--- src/rtl/apb3_bridge_decoder_if.sv ---
// ============================================================================
// Module      : apb3_bridge_decoder_if
// Description : Bus bundle for the pipelined-memory-bus to APB3 bridge/decoder
//               (CPU command/response side plus the shared APB3 side).
// Revision    : 1.0 - initial release
// ============================================================================
`default_nettype none

interface apb3_bridge_decoder_if #(
    parameter int SLAVE_COUNT = 6,
    parameter int ADDR_WIDTH  = 20
);
    logic                          io_pipelinedMemoryBus_cmd_valid;
    logic                          io_pipelinedMemoryBus_cmd_ready;
    logic                          io_pipelinedMemoryBus_cmd_payload_write;
    logic [31:0]                   io_pipelinedMemoryBus_cmd_payload_address;
    logic [31:0]                   io_pipelinedMemoryBus_cmd_payload_data;
    logic [3:0]                    io_pipelinedMemoryBus_cmd_payload_mask;
    logic                          io_pipelinedMemoryBus_rsp_valid;
    logic [31:0]                   io_pipelinedMemoryBus_rsp_payload_data;
    logic                          io_pipelinedMemoryBus_rsp_payload_error;

    logic [ADDR_WIDTH-1:0]         io_apb_PADDR;
    logic [SLAVE_COUNT-1:0]        io_apb_PSEL;
    logic                          io_apb_PENABLE;
    logic                          io_apb_PWRITE;
    logic [31:0]                   io_apb_PWDATA;
    logic [3:0]                    io_apb_PSTRB;
    logic [SLAVE_COUNT-1:0]        io_apb_PREADY;
    logic [SLAVE_COUNT-1:0]        io_apb_PSLVERROR;
    logic [32*SLAVE_COUNT-1:0]     io_apb_PRDATA;

    // Bridge view
    modport slave (
        input  io_pipelinedMemoryBus_cmd_valid,
        output io_pipelinedMemoryBus_cmd_ready,
        input  io_pipelinedMemoryBus_cmd_payload_write,
        input  io_pipelinedMemoryBus_cmd_payload_address,
        input  io_pipelinedMemoryBus_cmd_payload_data,
        input  io_pipelinedMemoryBus_cmd_payload_mask,
        output io_pipelinedMemoryBus_rsp_valid,
        output io_pipelinedMemoryBus_rsp_payload_data,
        output io_pipelinedMemoryBus_rsp_payload_error,
        output io_apb_PADDR,
        output io_apb_PSEL,
        output io_apb_PENABLE,
        output io_apb_PWRITE,
        output io_apb_PWDATA,
        output io_apb_PSTRB,
        input  io_apb_PREADY,
        input  io_apb_PSLVERROR,
        input  io_apb_PRDATA
    );

    // CPU + peripheral cluster view
    modport master (
        output io_pipelinedMemoryBus_cmd_valid,
        input  io_pipelinedMemoryBus_cmd_ready,
        output io_pipelinedMemoryBus_cmd_payload_write,
        output io_pipelinedMemoryBus_cmd_payload_address,
        output io_pipelinedMemoryBus_cmd_payload_data,
        output io_pipelinedMemoryBus_cmd_payload_mask,
        input  io_pipelinedMemoryBus_rsp_valid,
        input  io_pipelinedMemoryBus_rsp_payload_data,
        input  io_pipelinedMemoryBus_rsp_payload_error,
        input  io_apb_PADDR,
        input  io_apb_PSEL,
        input  io_apb_PENABLE,
        input  io_apb_PWRITE,
        input  io_apb_PWDATA,
        input  io_apb_PSTRB,
        output io_apb_PREADY,
        output io_apb_PSLVERROR,
        output io_apb_PRDATA
    );
endinterface

`default_nettype wire

--- src/rtl/apb3_bridge_decoder.sv ---
// ============================================================================
// Module      : apb3_bridge_decoder
// Description : Pipelined-memory-bus to APB3 master bridge with N-slave slot
//               decoder, response mux and PSTRB forwarding. Optional PREADY
//               timeout enabled by defining APB3_TIMEOUT_EN.
// Revision    : 1.0 - initial release
// ============================================================================
`default_nettype none

module apb3_bridge_decoder #(
    parameter int SLAVE_COUNT    = 6,
    parameter int ADDR_WIDTH     = 20,
    parameter int SEL_LO         = 16,
    parameter int SLOT_BASE      = 3,
    parameter int TIMEOUT_CYCLES = 255
) (
    input  wire logic             io_mainClk,
    input  wire logic             resetCtrl_systemReset,
    apb3_bridge_decoder_if.slave  bus
);

    typedef enum logic [1:0] {
        S_IDLE   = 2'd0,
        S_SETUP  = 2'd1,
        S_ACCESS = 2'd2
    } state_t;

    state_t                 state_q, state_d;
    logic                   buf_valid_q;
    logic                   write_q;
    logic [ADDR_WIDTH-1:0]  addr_q;
    logic [31:0]            data_q;
    logic [3:0]             mask_q;
    logic [3:0]             idx_q;
    logic                   hit_q;
    logic                   rsp_valid_q;
    logic [31:0]            rsp_data_q;
    logic                   rsp_error_q;

    logic                   w_accept;
    logic [3:0]             w_slot;
    logic [5:0]             w_slot_ext;
    logic                   w_hit;
    logic [3:0]             w_idx;
    logic [SLAVE_COUNT-1:0] w_psel;
    logic                   w_penable;
    logic                   w_complete;
    logic                   w_cpl_error;
    logic [31:0]            w_cpl_data;
    logic                   w_sel_ready;
    logic                   w_sel_error;
    logic [31:0]            w_sel_rdata;
    logic                   w_timeout;
    logic                   w_unused_addr;

    assign w_accept      = bus.io_pipelinedMemoryBus_cmd_valid && !buf_valid_q;
    assign w_slot        = bus.io_pipelinedMemoryBus_cmd_payload_address[SEL_LO+3:SEL_LO];
    assign w_slot_ext    = {2'b00, w_slot};
    assign w_hit         = (w_slot_ext >= 6'(SLOT_BASE)) &&
                           (w_slot_ext <  6'(SLOT_BASE + SLAVE_COUNT));
    assign w_idx         = w_slot - 4'(SLOT_BASE);
    assign w_unused_addr = ^bus.io_pipelinedMemoryBus_cmd_payload_address;

    // Response mux: only the addressed slave's PREADY/PSLVERROR/PRDATA matter
    always_comb begin
        w_sel_ready = 1'b0;
        w_sel_error = 1'b0;
        w_sel_rdata = 32'h0;
        for (int i = 0; i < SLAVE_COUNT; i++) begin
            if (idx_q == i[3:0]) begin
                w_sel_ready = bus.io_apb_PREADY[i];
                w_sel_error = bus.io_apb_PSLVERROR[i];
                w_sel_rdata = bus.io_apb_PRDATA[i*32 +: 32];
            end
        end
    end

`ifdef APB3_TIMEOUT_EN
    logic [15:0] cnt_q, cnt_d;

    // Fires in the ACCESS cycle that brings the count of ACCESS cycles to the limit
    assign w_timeout = (({1'b0, cnt_q} + 17'd1) == 17'(TIMEOUT_CYCLES));
    assign cnt_d     = ((state_q == S_ACCESS) && (state_d == S_ACCESS)) ? cnt_q + 16'd1 : 16'd0;

    always_ff @(posedge io_mainClk) begin
        if (resetCtrl_systemReset) begin
            cnt_q <= 16'd0;
        end else begin
            cnt_q <= cnt_d;
        end
    end
`else
    logic w_unused_cfg;
    assign w_timeout    = 1'b0;
    assign w_unused_cfg = (TIMEOUT_CYCLES != 0);
`endif

    always_comb begin
        state_d     = state_q;
        w_psel      = '0;
        w_penable   = 1'b0;
        w_complete  = 1'b0;
        w_cpl_error = 1'b0;
        w_cpl_data  = 32'h0;
        case (state_q)
            S_IDLE: begin
                if (buf_valid_q || w_accept) begin
                    state_d = S_SETUP;
                end
            end
            S_SETUP: begin
                if (hit_q) begin
                    w_psel  = SLAVE_COUNT'(1) << idx_q;
                    state_d = S_ACCESS;
                end else begin
                    w_complete  = 1'b1;
                    w_cpl_error = 1'b1;
                    state_d     = S_IDLE;
                end
            end
            S_ACCESS: begin
                w_psel    = SLAVE_COUNT'(1) << idx_q;
                w_penable = 1'b1;
                if (w_sel_ready) begin
                    w_complete  = 1'b1;
                    w_cpl_error = w_sel_error;
                    w_cpl_data  = w_sel_error ? 32'h0 : w_sel_rdata;
                    state_d     = S_IDLE;
                end else if (w_timeout) begin
                    w_complete  = 1'b1;
                    w_cpl_error = 1'b1;
                    state_d     = S_IDLE;
                end
            end
            default: begin
                state_d = S_IDLE;
            end
        endcase
    end

    always_ff @(posedge io_mainClk) begin
        if (resetCtrl_systemReset) begin
            state_q     <= S_IDLE;
            buf_valid_q <= 1'b0;
            write_q     <= 1'b0;
            addr_q      <= '0;
            data_q      <= 32'h0;
            mask_q      <= 4'h0;
            idx_q       <= 4'h0;
            hit_q       <= 1'b0;
            rsp_valid_q <= 1'b0;
            rsp_data_q  <= 32'h0;
            rsp_error_q <= 1'b0;
        end else begin
            state_q <= state_d;
            if (w_accept) begin
                buf_valid_q <= 1'b1;
                write_q     <= bus.io_pipelinedMemoryBus_cmd_payload_write;
                addr_q      <= bus.io_pipelinedMemoryBus_cmd_payload_address[ADDR_WIDTH-1:0];
                data_q      <= bus.io_pipelinedMemoryBus_cmd_payload_data;
                mask_q      <= bus.io_pipelinedMemoryBus_cmd_payload_mask;
                idx_q       <= w_idx;
                hit_q       <= w_hit;
            end else if (w_complete) begin
                buf_valid_q <= 1'b0;
            end
            // Writes complete silently, including their errors
            rsp_valid_q <= w_complete && !write_q;
            if (w_complete && !write_q) begin
                rsp_data_q  <= w_cpl_data;
                rsp_error_q <= w_cpl_error;
            end
        end
    end

    assign bus.io_pipelinedMemoryBus_cmd_ready         = !buf_valid_q;
    assign bus.io_pipelinedMemoryBus_rsp_valid         = rsp_valid_q;
    assign bus.io_pipelinedMemoryBus_rsp_payload_data  = rsp_data_q;
    assign bus.io_pipelinedMemoryBus_rsp_payload_error = rsp_error_q;
    assign bus.io_apb_PADDR                            = addr_q;
    assign bus.io_apb_PSEL                             = w_psel;
    assign bus.io_apb_PENABLE                          = w_penable;
    assign bus.io_apb_PWRITE                           = write_q;
    assign bus.io_apb_PWDATA                           = data_q;
    assign bus.io_apb_PSTRB                            = write_q ? mask_q : 4'h0;

endmodule

`default_nettype wire

--- src/flat_wrapper.sv ---
// flat-port wrapper written by rule: the top's interface ports become plain ports
module apb3_bridge_decoder_flat 
#(
    parameter int SLAVE_COUNT    = 6,
    parameter int ADDR_WIDTH     = 20,
    parameter int SEL_LO         = 16,
    parameter int SLOT_BASE      = 3,
    parameter int TIMEOUT_CYCLES = 255
)
  (io_mainClk, resetCtrl_systemReset, bus_io_pipelinedMemoryBus_cmd_valid, bus_io_pipelinedMemoryBus_cmd_ready, bus_io_pipelinedMemoryBus_cmd_payload_write, bus_io_pipelinedMemoryBus_cmd_payload_address, bus_io_pipelinedMemoryBus_cmd_payload_data, bus_io_pipelinedMemoryBus_cmd_payload_mask, bus_io_pipelinedMemoryBus_rsp_valid, bus_io_pipelinedMemoryBus_rsp_payload_data, bus_io_pipelinedMemoryBus_rsp_payload_error, bus_io_apb_PADDR, bus_io_apb_PSEL, bus_io_apb_PENABLE, bus_io_apb_PWRITE, bus_io_apb_PWDATA, bus_io_apb_PSTRB, bus_io_apb_PREADY, bus_io_apb_PSLVERROR, bus_io_apb_PRDATA);
  apb3_bridge_decoder_if #(.SLAVE_COUNT(SLAVE_COUNT), .ADDR_WIDTH(ADDR_WIDTH)) bus_i ();
  input  wire logic io_mainClk;
  input  wire logic resetCtrl_systemReset;
  input wire logic [$bits(bus_i.io_pipelinedMemoryBus_cmd_valid)-1:0] bus_io_pipelinedMemoryBus_cmd_valid;
  output wire logic [$bits(bus_i.io_pipelinedMemoryBus_cmd_ready)-1:0] bus_io_pipelinedMemoryBus_cmd_ready;
  input wire logic [$bits(bus_i.io_pipelinedMemoryBus_cmd_payload_write)-1:0] bus_io_pipelinedMemoryBus_cmd_payload_write;
  input wire logic [$bits(bus_i.io_pipelinedMemoryBus_cmd_payload_address)-1:0] bus_io_pipelinedMemoryBus_cmd_payload_address;
  input wire logic [$bits(bus_i.io_pipelinedMemoryBus_cmd_payload_data)-1:0] bus_io_pipelinedMemoryBus_cmd_payload_data;
  input wire logic [$bits(bus_i.io_pipelinedMemoryBus_cmd_payload_mask)-1:0] bus_io_pipelinedMemoryBus_cmd_payload_mask;
  output wire logic [$bits(bus_i.io_pipelinedMemoryBus_rsp_valid)-1:0] bus_io_pipelinedMemoryBus_rsp_valid;
  output wire logic [$bits(bus_i.io_pipelinedMemoryBus_rsp_payload_data)-1:0] bus_io_pipelinedMemoryBus_rsp_payload_data;
  output wire logic [$bits(bus_i.io_pipelinedMemoryBus_rsp_payload_error)-1:0] bus_io_pipelinedMemoryBus_rsp_payload_error;
  output wire logic [$bits(bus_i.io_apb_PADDR)-1:0] bus_io_apb_PADDR;
  output wire logic [$bits(bus_i.io_apb_PSEL)-1:0] bus_io_apb_PSEL;
  output wire logic [$bits(bus_i.io_apb_PENABLE)-1:0] bus_io_apb_PENABLE;
  output wire logic [$bits(bus_i.io_apb_PWRITE)-1:0] bus_io_apb_PWRITE;
  output wire logic [$bits(bus_i.io_apb_PWDATA)-1:0] bus_io_apb_PWDATA;
  output wire logic [$bits(bus_i.io_apb_PSTRB)-1:0] bus_io_apb_PSTRB;
  input wire logic [$bits(bus_i.io_apb_PREADY)-1:0] bus_io_apb_PREADY;
  input wire logic [$bits(bus_i.io_apb_PSLVERROR)-1:0] bus_io_apb_PSLVERROR;
  input wire logic [$bits(bus_i.io_apb_PRDATA)-1:0] bus_io_apb_PRDATA;
  assign bus_i.io_pipelinedMemoryBus_cmd_valid = bus_io_pipelinedMemoryBus_cmd_valid;
  assign bus_io_pipelinedMemoryBus_cmd_ready = bus_i.io_pipelinedMemoryBus_cmd_ready;
  assign bus_i.io_pipelinedMemoryBus_cmd_payload_write = bus_io_pipelinedMemoryBus_cmd_payload_write;
  assign bus_i.io_pipelinedMemoryBus_cmd_payload_address = bus_io_pipelinedMemoryBus_cmd_payload_address;
  assign bus_i.io_pipelinedMemoryBus_cmd_payload_data = bus_io_pipelinedMemoryBus_cmd_payload_data;
  assign bus_i.io_pipelinedMemoryBus_cmd_payload_mask = bus_io_pipelinedMemoryBus_cmd_payload_mask;
  assign bus_io_pipelinedMemoryBus_rsp_valid = bus_i.io_pipelinedMemoryBus_rsp_valid;
  assign bus_io_pipelinedMemoryBus_rsp_payload_data = bus_i.io_pipelinedMemoryBus_rsp_payload_data;
  assign bus_io_pipelinedMemoryBus_rsp_payload_error = bus_i.io_pipelinedMemoryBus_rsp_payload_error;
  assign bus_io_apb_PADDR = bus_i.io_apb_PADDR;
  assign bus_io_apb_PSEL = bus_i.io_apb_PSEL;
  assign bus_io_apb_PENABLE = bus_i.io_apb_PENABLE;
  assign bus_io_apb_PWRITE = bus_i.io_apb_PWRITE;
  assign bus_io_apb_PWDATA = bus_i.io_apb_PWDATA;
  assign bus_io_apb_PSTRB = bus_i.io_apb_PSTRB;
  assign bus_i.io_apb_PREADY = bus_io_apb_PREADY;
  assign bus_i.io_apb_PSLVERROR = bus_io_apb_PSLVERROR;
  assign bus_i.io_apb_PRDATA = bus_io_apb_PRDATA;
  apb3_bridge_decoder #(.SLAVE_COUNT(SLAVE_COUNT), .ADDR_WIDTH(ADDR_WIDTH), .SEL_LO(SEL_LO), .SLOT_BASE(SLOT_BASE), .TIMEOUT_CYCLES(TIMEOUT_CYCLES)) u_core (.io_mainClk(io_mainClk), .resetCtrl_systemReset(resetCtrl_systemReset), .bus(bus_i));
endmodule
--- config.mk ---
export PLATFORM = sky130hd
export DESIGN_NAME = apb3_bridge_decoder_flat
export DESIGN_NICKNAME = d
export VERILOG_FILES = /design/src/rtl/apb3_bridge_decoder_if.sv /design/src/rtl/apb3_bridge_decoder.sv /design/src/flat_wrapper.sv
export SDC_FILE = /design/constraint.sdc
export NUM_CORES = 1
export LEC_CHECK = 0
export BUFFER_PORTS_ARGS = -buffer_cell sky130_fd_sc_hd__buf_2
export CORE_AREA = 3 3 144 146
export DETAILED_ROUTE_END_ITERATION = 16
export DIE_AREA = 0 0 147 149
export PLACE_DENSITY = 0.71
export SLEW_MARGIN = 20
export SYNTH_ARGS = -nofsm -noshare
export SYNTH_HDL_FRONTEND = slang
export SYNTH_SLANG_ARGS = --single-unit
--- constraint.sdc ---
create_clock -name io_mainClk -period 1.9 [get_ports io_mainClk]
set_input_delay 0.19 -clock io_mainClk [delete_from_list [all_inputs] [get_ports io_mainClk]]
set_output_delay 0.19 -clock io_mainClk [all_outputs]
set_load 0.01 [all_outputs]
==> results.rst, run 1 <==
.. list-table::
   :header-rows: 1

   * - Metric
     - Value
   * - Status
     - finished, violations left
   * - Violations in the final reports
     - setup timing
   * - Top layer used by detailed routing
     - met5
   * - Number of sinks handled by clock tree synthesis
     - 99
   * - Routability congestion estimate
     - 0.903
   * - Class of the most critical hold timing path
     - in2reg
   * - Minimum period implied by the final worst setup slack
     - 2.05 ns
   * - Crit. End Element
     - flip-flop
   * - DRC
     - 0
   * - Number of buffers created by CTS
     - 9
   * - Top FF cell, synth
     - sky130_fd_sc_hd__dfxtp_1
   * - Top Ports
     - 375
   * - Req. time, crit path
     - 2.16 ns
   * - Post-CTS clock slew at the launch and capture registers of the worst setup and hold paths
     - 0.08 ns
   * - Synth warn
     - 0
   * - Setup repair after global routing missed its margin
     - true
   * - Die area
     - 0.0219 mm²
   * - Total half-perimeter wirelength after legalization and detailed placement
     - 19300 µm
   * - Post-Synthesis Cells
     - 637
   * - Detailed router's first-iteration violation count
     - 336
   * - Worst clock skew
     - 0.0108 ns
   * - Quantity of I/O buffers inserted on ports
     - 362
   * - Floorplan Core Area
     - 0.0195 mm²
   * - Signed area change from the synthesized netlist to the final layout
     - 61.5%
   * - Overall track demand over capacity in global routing
     - 22.3%
   * - Setup Viol. Count Final
     - 33
   * - Clock tree root driver cell
     - sky130_fd_sc_hd__clkbuf_16
   * - Slew of the pin with the lowest slew margin
     - 0.540 ns
   * - CP Launch Type
     - flip-flop
   * - R2r setup slk
     - -0.15 ns
   * - CP startpoint
     - u_core.idx_q[0]
   * - Worst-path cell with the longest stage delay
     - sky130_fd_sc_hd__a221o_4
   * - Count of unique library cells instantiated by Yosys
     - 55
   * - Maximum fanout along the worst path
     - 5
   * - Critical Path, Cell by Cell
     - buf_6 -> or3_4 -> o21ai_2 -> o32ai_2 -> a221o_4 -> buf_12 -> buf_12 -> o32ai_2
   * - Number of nets at the end of the flow
     - 1304
   * - Routed met2 length
     - 13000 µm
   * - Leakage Power
     - 3.92 nW
   * - Number of hold violations in the final report
     - 0
   * - Largest vdd supply drop
     - 400 µV
   * - Number of vias after detailed routing
     - 6602
   * - Maximum number of pins on one net before global-route repair
     - 50
   * - CP Class
     - reg2reg
   * - Number of search-and-repair iterations in the first detailed-routing pass
     - 4
   * - Count of flip-flops with a built-in enable after synthesis
     - 0
   * - Detailed-route wire length on metal 1
     - 9680 µm
   * - Crit share post-route
     - 108%
   * - Count of filler cells inserted in the layout
     - 1965
   * - Initial Utilization
     - 28.1%
   * - Non-filler instance count after layout
     - 1297
   * - PnR worst setup slack
     - -0.146 ns
   * - Flops & latches, synth
     - 99
   * - Die height
     - 149 µm
   * - Routed via count divided by cell count
     - 5.09
   * - Pwr Total
     - 5.82 mW
   * - Source of the worst register-to-register timing path
     - u_core.idx_q[0]
   * - Routed wirelength normalized by instance count
     - 20.2 µm
   * - Average instance area after synthesis
     - 8.61 µm²
   * - Power Density
     - 657 mW/mm²
   * - Initial antenna violation count
     - 8
   * - Ys async rst share
     - 0%
   * - Share of post-route cells with drive strength above 1
     - 51.9%
   * - Maximum clock insertion buffer count
     - 2
   * - Detailed-route wire length
     - 26200 µm
   * - Max-Slew Margin vs Limit
     - 63.9%
   * - Vias in the first global route
     - 6604
   * - Clock tree from TritonCTS
     - yes
   * - Reg2Reg Depth
     - 8
   * - First-pass GRT wire length
     - 37700 µm
   * - Number of cells after detailed placement
     - 1251
   * - Row count
     - 51
   * - Post-synthesis net count
     - 918
   * - Routed met3 length
     - 2490 µm
   * - Deepest level of the CTS H-tree
     - 3
   * - Worst stage delay on the critical path
     - 0.41 ns
   * - Antenna-violating nets left
     - 0
   * - Count of hold-fix buffers inserted at cts
     - 0
   * - Max Freq
     - 489 MHz
   * - Proportion of synthesized chip area in sequential cells
     - 36.1%
   * - Critical hold path startpoint
     - bus_io_pipelinedMemoryBus_cmd_payload_data[4]
   * - Clock latency on the worst-skew pair
     - 0.36 ns
   * - Final core utilization
     - 45.3%
   * - Chip Width
     - 147 µm
   * - Overflow left after global routing
     - 0
   * - Data arrival at the endpoint of the critical path
     - 2.31 ns
   * - Post-Synthesis Cell Area
     - 0.00548 mm²
   * - Max-capacitance violation count
     - 0
   * - Final Max Tran Viols
     - 0
-- logic make-up after synthesis --
kind of cell	after synthesis	share of synthesized area [%]
multiplexers	31	6.34
buffers and inverters	102	8.33
XOR/XNOR	2	0.320
flip-flops	99	36.1
adder cells (fa/ha/maj)	5	1.14
AND/OR/NAND/NOR	175	13.9
AO/OA/AOI/OAI	223	33.8
-- cells in the final DEF (no fill, tap or decap), types with 4 or more instances in the layout --
cell type and count:
sky130_fd_sc_hd__buf_2 361, sky130_fd_sc_hd__nor2_1 12, sky130_fd_sc_hd__nand2_2 4, sky130_fd_sc_hd__a221o_1 23, sky130_fd_sc_hd__o22ai_1 11, sky130_fd_sc_hd__buf_4 34, sky130_fd_sc_hd__mux2i_1 28, sky130_fd_sc_hd__nor2b_4 4
sky130_fd_sc_hd__and2_1 6, sky130_fd_sc_hd__a22oi_1 5, sky130_fd_sc_hd__o2bb2ai_1 23, sky130_fd_sc_hd__o32ai_4 7, sky130_fd_sc_hd__clkbuf_16 12, sky130_fd_sc_hd__o221ai_1 21, sky130_fd_sc_hd__inv_1 41, sky130_fd_sc_hd__buf_12 12
sky130_fd_sc_hd__o21ai_0 7, sky130_fd_sc_hd__a21oi_1 71, sky130_fd_sc_hd__diode_2 4, sky130_fd_sc_hd__buf_6 18, sky130_fd_sc_hd__nand2_1 123, sky130_fd_sc_hd__dfxtp_1 93, sky130_fd_sc_hd__o32ai_2 26
-- layer usage --
metal	vias up	GRT usage (%)
met5	-	0
met2	358	37.8
met3	65	6.53
met4	8	10.4
li1	3133	-
met1	3038	25.9
-- stage by stage --
step           setup WS (ns)  hold slack [ns]  instance area (µm²)  setup TNS [ns]
3_5_place_dp          -0.208            0.435                 7820           -5.49
3_3_place_gp          -0.319            0.430                 7820           -8.36
4_1_cts               -0.177           0.0436                 8430           -3.49
5_1_grt               -0.172           0.0506                 8850           -4.54
6_report              -0.146           0.0615                 8850           -2.10
2_1_floorplan         0.0618            0.326                 5480               0
-- critical path, delay by kind of cell, from the launching register on --
kind / cells / cell delay (ns)
compound gates: 4 / 0.87
buf+inv: 3 / 0.41
flops: 1 / 0.36
simple gates: 1 / 0.32
-- final cells by class --
class                      instances  area (µm²)  area share (%)
multi-input combinational        437        3390            38.3
timing repair buffer             432        2670            30.1
sequential                        99        2000            22.6
tap                              265         332            3.75
clock buffer                       9         225            2.54
inverter                          44         165            1.87
clock inverter                     7        67.6           0.763
antenna                            4        10.0           0.113
-- state kept, by name, indices dropped and copies added, names as in the netlist --
| name | count |
|---|---|
| u_core.buf_valid_q | 1 |
| u_core.bus.io_apb_PWRITE | 1 |
| u_core.bus.io_pipelinedMemoryBus_rsp_valid | 1 |
| u_core.mask_q | 4 |
| u_core.idx_q | 4 |
| u_core.bus.io_apb_PWDATA | 32 |
| u_core.state_q | 2 |
| u_core.bus.io_pipelinedMemoryBus_rsp_payload_data | 32 |
| u_core.bus.io_pipelinedMemoryBus_rsp_payload_error | 1 |
| u_core.hit_q | 1 |
| u_core.bus.io_apb_PADDR | 20 |
-- worst min path at each step --
stage	to	slack [ns]	cells past startpoint
after floorplan	u_core.mask_q[0]	0.33	2
after global placement	u_core.bus.io_apb_PWDATA[12]	0.43	3
after detailed placement	u_core.bus.io_apb_PADDR[11]	0.43	3
after CTS	u_core.bus.io_apb_PWDATA[2]	0.04	3
after global routing	u_core.bus.io_apb_PADDR[2]	0.05	3
final	u_core.bus.io_apb_PWDATA[4]	0.06	3
-- power breakdown --
part / switching (mW) / internal [mW]
combinational: 0.904 / 0.830
sequential: 0.0529 / 2.16
clock: 0.949 / 0.924
-- timing repair --
item / 4_1_cts / 5_1_grt
pin swaps: 27 / 23
setup buffers: 13 / 7
endpoints found under the hold margin: 0 / 0
cloned: 4 / 4
setup endpoints to repair: 38 / 39
resized for setup: 32 / 57
-- synthesized netlist by cell type, types with 14 or more instances --
library cell | instances | area share, %
sky130_fd_sc_hd__o32ai_2 | 30 | 8.9
sky130_fd_sc_hd__o2bb2ai_1 | 23 | 3.7
sky130_fd_sc_hd__a221o_1 | 24 | 4.4
sky130_fd_sc_hd__inv_1 | 43 | 2.9
sky130_fd_sc_hd__a21oi_1 | 73 | 6.7
sky130_fd_sc_hd__o221ai_1 | 23 | 3.7
sky130_fd_sc_hd__nor2_1 | 14 | 0.96
sky130_fd_sc_hd__nand2_1 | 128 | 8.8
sky130_fd_sc_hd__dfxtp_1 | 99 | 36
sky130_fd_sc_hd__mux2i_1 | 28 | 5.1
sky130_fd_sc_hd__clkbuf_1 | 27 | 1.8
sky130_fd_sc_hd__buf_2 | 17 | 1.6
Power figures use the tool's default switching activity.
==> run 2, diff against run 1 <==
--- a/config.mk
+++ b/config.mk
@@ -9,8 +9,8 @@
 export CORE_AREA = 3 3 144 146
 export DETAILED_ROUTE_END_ITERATION = 16
 export DIE_AREA = 0 0 147 149
-export PLACE_DENSITY = 0.71
 export SLEW_MARGIN = 20
 export SYNTH_ARGS = -nofsm -noshare
 export SYNTH_HDL_FRONTEND = slang
 export SYNTH_SLANG_ARGS = --single-unit
+export TNS_END_PERCENT = 100
==> results.rst, run 2 (synthesis results as in run 1) <==
.. list-table::
   :header-rows: 1

   * - Metric
     - Value
   * - Largest vdd supply drop
     - 412 µV (was 400 µV)
   * - Maximum fanout along the worst path
     - 21 (was 5)
   * - Detailed router's first-iteration violation count
     - 266 (was 336)
   * - Max Freq
     - 519 MHz (was 489 MHz)
   * - Number of buffers created by CTS
     - 9 (unchanged)
   * - Share of post-route cells with drive strength above 1
     - 51.4% (was 51.9%)
   * - Max-Slew Margin vs Limit
     - 62.9% (was 63.9%)
   * - Source of the worst register-to-register timing path
     - u_core.idx_q[1] (was u_core.idx_q[0])
   * - Critical hold path startpoint
     - bus_io_pipelinedMemoryBus_cmd_payload_data[17] (was bus_io_pipelinedMemoryBus_cmd_payload_data[4])
   * - Setup repair after global routing missed its margin
     - true (unchanged)
   * - Maximum clock insertion buffer count
     - 2 (unchanged)
   * - CP Class
     - reg2reg (unchanged)
   * - Clock latency on the worst-skew pair
     - 0.36 ns (about the same)
   * - Req. time, crit path
     - 2.16 ns (about the same)
   * - Most common cell after layout, fill and taps aside
     - sky130_fd_sc_hd__buf_2 (unchanged)
   * - Overall track demand over capacity in global routing
     - 21.4% (was 22.3%)
   * - Detailed-route wire length
     - 25500 µm (was 26200 µm)
   * - Status
     - finished, violations left (unchanged)
   * - Chip Width
     - 147 µm (unchanged)
   * - Die area
     - 0.0219 mm² (unchanged)
   * - Clock tree from TritonCTS
     - yes (unchanged)
   * - Total half-perimeter wirelength after legalization and detailed placement
     - 19100 µm (was 19300 µm)
   * - Max-capacitance violation count
     - 0 (unchanged)
   * - GR Util met3
     - 6.44% (was 6.53%)
   * - Most used routing layer in global routing
     - met2 (unchanged)
   * - Slew of the pin with the lowest slew margin
     - 0.557 ns (was 0.540 ns)
   * - Crit. End Element
     - flip-flop (unchanged)
   * - R2r setup slk
     - -0.03 ns (was -0.15 ns)
   * - Most frequent cells in the layout
     - 360 x sky130_fd_sc_hd__buf_2, 123 x sky130_fd_sc_hd__nand2_1, 93 x sky130_fd_sc_hd__dfxtp_1, 73 x sky130_fd_sc_hd__a21oi_1, 50 x sky130_fd_sc_hd__buf_4 (was 361 x sky130_fd_sc_hd__buf_2, 123 x sky130_fd_sc_hd__nand2_1, 93 x sky130_fd_sc_hd__dfxtp_1, 71 x sky130_fd_sc_hd__a21oi_1, 41 x sky130_fd_sc_hd__inv_1)
   * - PnR worst setup slack
     - -0.0253 ns (was -0.146 ns)
   * - Number of cells on the worst hold path
     - 3 (unchanged)
   * - Die height
     - 149 µm (unchanged)
   * - Clock tree root driver cell
     - sky130_fd_sc_hd__clkbuf_16 (unchanged)
   * - Number of hold violations in the final report
     - 0 (unchanged)
   * - Data arrival at the endpoint of the critical path
     - 2.18 ns (was 2.31 ns)
   * - Fin Setup TNS
     - -0.290 ns (was -2.10 ns)
   * - Reg2Reg Depth
     - 6 (was 8)
   * - Violations in the final reports
     - setup timing (unchanged)
   * - Floorplan Core Area
     - 0.0195 mm² (unchanged)
   * - Number of search-and-repair iterations in the first detailed-routing pass
     - 5 (was 4)
   * - Routed via count divided by cell count
     - 4.89 (was 5.09)
   * - Number of sinks handled by clock tree synthesis
     - 99 (unchanged)
   * - Vias in the first global route
     - 6283 (was 6604)
   * - Post-layout instance area
     - 0.00881 mm² (was 0.00885 mm²)
   * - Routability congestion estimate
     - 0.880 (was 0.903)
   * - Minimum period implied by the final worst setup slack
     - 1.93 ns (was 2.05 ns)
   * - DRC
     - 0 (unchanged)
   * - CP Launch Type
     - flip-flop (unchanged)
   * - Crit share post-route
     - 101% (was 108%)
   * - Deepest level of the CTS H-tree
     - 3 (unchanged)
   * - First-pass GRT wire length
     - 36200 µm (was 37700 µm)
   * - Routed wirelength normalized by instance count
     - 19.5 µm (was 20.2 µm)
   * - Initial antenna violation count
     - 6 (was 8)
   * - Overflow left after global routing
     - 0 (unchanged)
   * - Antenna-violating nets left
     - 0 (unchanged)
   * - Top Ports
     - 375 (unchanged)
   * - Maximum number of pins on one net before global-route repair
     - 61 (was 50)
   * - Number of vias after detailed routing
     - 6392 (was 6602)
   * - Signed area change from the synthesized netlist to the final layout
     - 60.8% (was 61.5%)
   * - Area post-placement
     - 0.00786 mm² (was 0.00782 mm²)
   * - Initial Utilization
     - 28.1% (unchanged)
   * - Quantity of I/O buffers inserted on ports
     - 362 (unchanged)
   * - Setup Viol. Count Final
     - 21 (was 33)
   * - Final Max Tran Viols
     - 0 (unchanged)
   * - Power Density
     - 670 mW/mm² (was 657 mW/mm²)
   * - Met1 Resource Use GR
     - 25.5% (was 25.9%)
   * - Leakage Power
     - 3.94 nW (was 3.92 nW)
   * - Met2 global-route usage
     - 37.3% (was 37.8%)
   * - Class of the most critical hold timing path
     - in2reg (unchanged)
   * - Number of nets at the end of the flow
     - 1313 (was 1304)
   * - Post-CTS clock slew at the launch and capture registers of the worst setup and hold paths
     - 0.08 ns (about the same)
   * - Worst Hold Endpoint
     - u_core.bus.io_apb_PWDATA[17] (was u_core.bus.io_apb_PWDATA[4])
   * - Row count
     - 51 (unchanged)
   * - Worst clock skew
     - 0.0114 ns (was 0.0108 ns)
==> run 2: layout make-up <==
type / count / area, µm²
diodes: 5 / 12.5
inverters: 44 / 165
multi-input cells: 436 / 3270
well taps: 265 / 332
clock inverters: 7 / 82.6
flip-flops and latches: 99 / 2000
fillers: 1993 / 10700
repair buffers: 442 / 2730
clock buffers: 9 / 225
==> run 2: power by group <==
part | leakage [nW] | total, mW | switching, mW | internal (mW)
Sequential | 0.811 | 2.21 | 0.0550 | 2.16
Combinational | 2.98 | 1.78 | 0.889 | 0.888
Clock | 0.145 | 1.91 | 0.973 | 0.939
Total | 3.94 | 5.90 | 1.92 | 3.99
==> run 2: timing repair <==
item                       4_1_cts  5_1_grt
setup endpoints to repair       38       39
pin swaps                        4       13
hold endpoints to repair         0        0
gates cloned                     1        5
hold buffers                     0        0
gates resized for setup         23       43
setup buffers                   15        8
==> run 2: worst max-delay path: stages (launching register included) <==
cell and delay (ns):
sky130_fd_sc_hd__dfxtp_4 0.41, sky130_fd_sc_hd__buf_6 0.13, sky130_fd_sc_hd__and4bb_1 0.23, sky130_fd_sc_hd__buf_4 0.17, sky130_fd_sc_hd__a221o_2 0.44, sky130_fd_sc_hd__buf_12 0.19, sky130_fd_sc_hd__o32ai_1 0.25
==> run 2: stage by stage <==
stage | worst slack, ns | cells | util (%) | total power, mW | hold slack, ns
global route | -0.0836 | 1306 | 45.1 | 6.20 | 0.0526
finish | -0.0253 | 1307 | 45.1 | 5.90 | 0.0601
floorplan | 0.0618 | 637 | - | 3.07 | 0.326
global placement | -0.0381 | 1258 | 40.2 | 3.77 | 0.430
CTS | -0.00734 | 1290 | 43.2 | 5.83 | 0.0439
detailed placement | -0.0474 | 1258 | 40.2 | 3.78 | 0.435
==> run 2: worst max path at each step <==
stage	to	slack, ns	start
2_1_floorplan	flip-flop	0.06	u_core.state_q[0]
3_3_place_gp	flip-flop	-0.04	u_core.idx_q[2]
3_5_place_dp	flip-flop	-0.05	u_core.idx_q[1]
4_1_cts	bus_io_apb_PSEL[3]	-0.007	u_core.idx_q[3]
5_1_grt	flip-flop	-0.08	u_core.idx_q[1]
6_report	flip-flop	-0.03	u_core.idx_q[1]
==> run 2: metal layers <==
metal	vias to the layer above	share of wire (%)
met3	27	8.8
met5	-	0.082
met2	284	50
met4	4	1.6
met1	2936	39
li1	3141	-
==> run 3, diff against run 2 <==
--- a/config.mk
+++ b/config.mk
@@ -6,10 +6,9 @@
 export NUM_CORES = 1
 export LEC_CHECK = 0
 export BUFFER_PORTS_ARGS = -buffer_cell sky130_fd_sc_hd__buf_2
-export CORE_AREA = 3 3 144 146
+export CORE_AREA = 3 3 145 147
 export DETAILED_ROUTE_END_ITERATION = 16
-export DIE_AREA = 0 0 147 149
-export SLEW_MARGIN = 20
+export DIE_AREA = 0 0 148 150
 export SYNTH_ARGS = -nofsm -noshare
 export SYNTH_HDL_FRONTEND = slang
 export SYNTH_SLANG_ARGS = --single-unit
==> constraint.sdc (replaced) <==
create_clock -name io_mainClk -period 1.78 [get_ports io_mainClk]
set_input_delay 0.178 -clock io_mainClk [delete_from_list [all_inputs] [get_ports io_mainClk]]
set_output_delay 0.178 -clock io_mainClk [all_outputs]
set_load 0.01 [all_outputs]
==> results.rst, run 3 (synthesis results as in run 1) <==
.. list-table::
   :header-rows: 1

   * - Metric
     - Value
   * - First-pass GRT wire length
     - 36000 µm (was 36200 µm)
   * - Number of cells after detailed placement
     - 1267 (was 1258)
   * - Clock latency on the worst-skew pair
     - 0.35 ns (was 0.36 ns)
   * - Detailed-route wire length
     - 24900 µm (was 25500 µm)
   * - CP Class
     - reg2reg (unchanged)
   * - Deepest level of the CTS H-tree
     - 3 (unchanged)
   * - Clock tree root driver cell
     - sky130_fd_sc_hd__clkbuf_16 (unchanged)
   * - Final core utilization
     - 42.9% (was 45.1%)
   * - Routed wirelength normalized by instance count
     - 19.2 µm (was 19.5 µm)
   * - Maximum number of pins on one net before global-route repair
     - 51 (was 61)
   * - Number of hold violations in the final report
     - 0 (unchanged)
   * - Power Density
     - 717 mW/mm² (was 670 mW/mm²)
   * - Routability congestion estimate
     - 0.832 (was 0.880)
   * - Area post-placement
     - 0.00793 mm² (was 0.00786 mm²)
   * - Vias in the first global route
     - 6262 (was 6283)
   * - Post-CTS clock slew at the launch and capture registers of the worst setup and hold paths
     - 0.08 ns (about the same)
   * - Overflow left after global routing
     - 0 (unchanged)
   * - Max Freq
     - 524 MHz (was 519 MHz)
   * - Maximum fanout along the worst path
     - 32 (was 21)
   * - Pwr Total
     - 6.16 mW (was 5.90 mW)
   * - Count of hold-fix buffers inserted at cts
     - 0 (unchanged)
   * - Routed via count divided by cell count
     - 4.91 (was 4.89)
   * - Worst clock skew
     - 0.0102 ns (was 0.0114 ns)
   * - PnR worst setup slack
     - -0.127 ns (was -0.0253 ns)
   * - Total half-perimeter wirelength after legalization and detailed placement
     - 19000 µm (was 19100 µm)
   * - Maximum clock insertion buffer count
     - 2 (unchanged)
   * - Fin Setup TNS
     - -3.27 ns (was -0.290 ns)
   * - Floorplan Core Area
     - 0.0200 mm² (was 0.0195 mm²)
   * - Antenna-violating nets left
     - 0 (unchanged)
   * - Post-layout instance area
     - 0.00859 mm² (was 0.00881 mm²)
   * - Leakage Power
     - 3.86 nW (was 3.94 nW)
   * - Crit share post-route
     - 107% (was 101%)
   * - Class of the most critical hold timing path
     - in2reg (unchanged)
   * - Final Max Tran Viols
     - 0 (unchanged)
   * - Max-capacitance violation count
     - 0 (unchanged)
   * - Non-filler instance count after layout
     - 1296 (was 1307)
   * - Share of post-route cells with drive strength above 1
     - 50.9% (was 51.4%)
   * - Initial antenna violation count
     - 11 (was 6)
   * - Req. time, crit path
     - 2.04 ns (was 2.16 ns)
   * - Chip Width
     - 148 µm (was 147 µm)
   * - Signed area change from the synthesized netlist to the final layout
     - 56.7% (was 60.8%)
   * - Number of vias after detailed routing
     - 6363 (was 6392)
   * - CP Launch Type
     - flip-flop (unchanged)
   * - Max-Slew Margin vs Limit
     - 63.1% (was 62.9%)
   * - Row count
     - 52 (was 51)
   * - Number of sinks handled by clock tree synthesis
     - 99 (unchanged)
   * - Most common cell after layout, fill and taps aside
     - sky130_fd_sc_hd__buf_2 (unchanged)
   * - Die height
     - 150 µm (was 149 µm)
   * - Minimum period implied by the final worst setup slack
     - 1.91 ns (was 1.93 ns)
   * - Number of search-and-repair iterations in the first detailed-routing pass
     - 4 (was 5)
   * - Initial Utilization
     - 27.4% (was 28.1%)
   * - Number of nets at the end of the flow
     - 1299 (was 1313)
   * - Overall track demand over capacity in global routing
     - 21.2% (was 21.4%)
   * - Status
     - finished, violations left (unchanged)
   * - Most frequent cells in the layout
     - 362 x sky130_fd_sc_hd__buf_2, 123 x sky130_fd_sc_hd__nand2_1, 93 x sky130_fd_sc_hd__dfxtp_1, 73 x sky130_fd_sc_hd__a21oi_1, 42 x sky130_fd_sc_hd__buf_4 (was 360 x sky130_fd_sc_hd__buf_2, 123 x sky130_fd_sc_hd__nand2_1, 93 x sky130_fd_sc_hd__dfxtp_1, 73 x sky130_fd_sc_hd__a21oi_1, 50 x sky130_fd_sc_hd__buf_4)
   * - Setup Viol. Count Final
     - 34 (was 21)
   * - Setup repair after global routing missed its margin
     - true (unchanged)
   * - Detailed router's first-iteration violation count
     - 216 (was 266)
   * - Slew of the pin with the lowest slew margin
     - 0.553 ns (was 0.557 ns)
   * - Data arrival at the endpoint of the critical path
     - 2.17 ns (was 2.18 ns)
   * - Clock tree from TritonCTS
     - yes (unchanged)
   * - Quantity of I/O buffers inserted on ports
     - 362 (unchanged)
   * - Violations in the final reports
     - setup timing (unchanged)
   * - Die area
     - 0.0222 mm² (was 0.0219 mm²)
   * - Largest vdd supply drop
     - 456 µV (was 412 µV)
   * - Top Ports
     - 375 (unchanged)
   * - Crit. End Element
     - flip-flop (unchanged)
   * - Number of buffers created by CTS
     - 9 (unchanged)
   * - DRC
     - 0 (unchanged)
run 3: cell types whose count changed in the layout (fill, tap and decap cells not counted), sizes merged:
cell    previous run  this run
buf              437       425
bufbuf             1         2
clkbuf            13        10
diode              5         3
run 3: timing repair:
item / in CTS / in global routing
endpoints found under the setup margin: 39 / 40
gates cloned: 2 / 1
gates resized for setup: 30 / 26
pin swaps: 6 / 2
buffers inserted: 6 / 2
run 3: final cells by class:
class,instances,area [µm²]
Inverter,44,168
Sequential cell,99,2000
Timing Repair Buffer,428,2540
Clock buffer,9,225
Fill cell,2129,11400
Clock inverter,7,77.6
Multi-Input combinational cell,436,3230
Tap cell,270,338
Antenna cell,3,7.51
run 3: metrics by stage:
stage	hold WS [ns]	setup slack, ns
3_3_place_gp	0.418	-0.192
3_5_place_dp	0.424	-0.227
5_1_grt	0.0342	-0.191
6_report	0.0444	-0.127
2_1_floorplan	0.314	0.00380
4_1_cts	0.0318	-0.130
run 3: final timing paths:
check / slack (ns) / depth (start not counted) / to / from
max: -0.13 / 6 / flip-flop / u_core.idx_q[0]
min: 0.04 / 3 / u_core.bus.io_apb_PWDATA[25] / bus_io_pipelinedMemoryBus_cmd_payload_data[25]
max reg2reg: -0.13 / 6 / flip-flop / u_core.idx_q[0]
min reg2reg: 0.45 / 2 / u_core.bus.io_apb_PWDATA[31] / u_core.bus.io_apb_PWDATA[31]
run 3: power breakdown:
| part | total [mW] | leakage [nW] | internal, mW | switching [mW] |
|---|---|---|---|---|
| Clock | 2.01 | 0.144 | 0.997 | 1.02 |
| Combinational | 1.78 | 2.90 | 0.871 | 0.912 |
| Sequential | 2.36 | 0.811 | 2.30 | 0.0567 |
run 3: metal layers:
metal | routed length (µm) | track usage (%)
met5 | 87 | 0
met4 | 626 | 7.30
met3 | 2370 | 7.93
met2 | 12200 | 36.4
met1 | 9630 | 24.3
run 3: worst max-delay path, stage by stage, from the launching register on:
cell	delay, ns
sky130_fd_sc_hd__dfxtp_4	0.38
sky130_fd_sc_hd__or3_1	0.37
sky130_fd_sc_hd__o21ai_1	0.09
sky130_fd_sc_hd__o32ai_1	0.12
sky130_fd_sc_hd__a221o_2	0.38
sky130_fd_sc_hd__buf_12	0.19
sky130_fd_sc_hd__o32ai_2	0.27
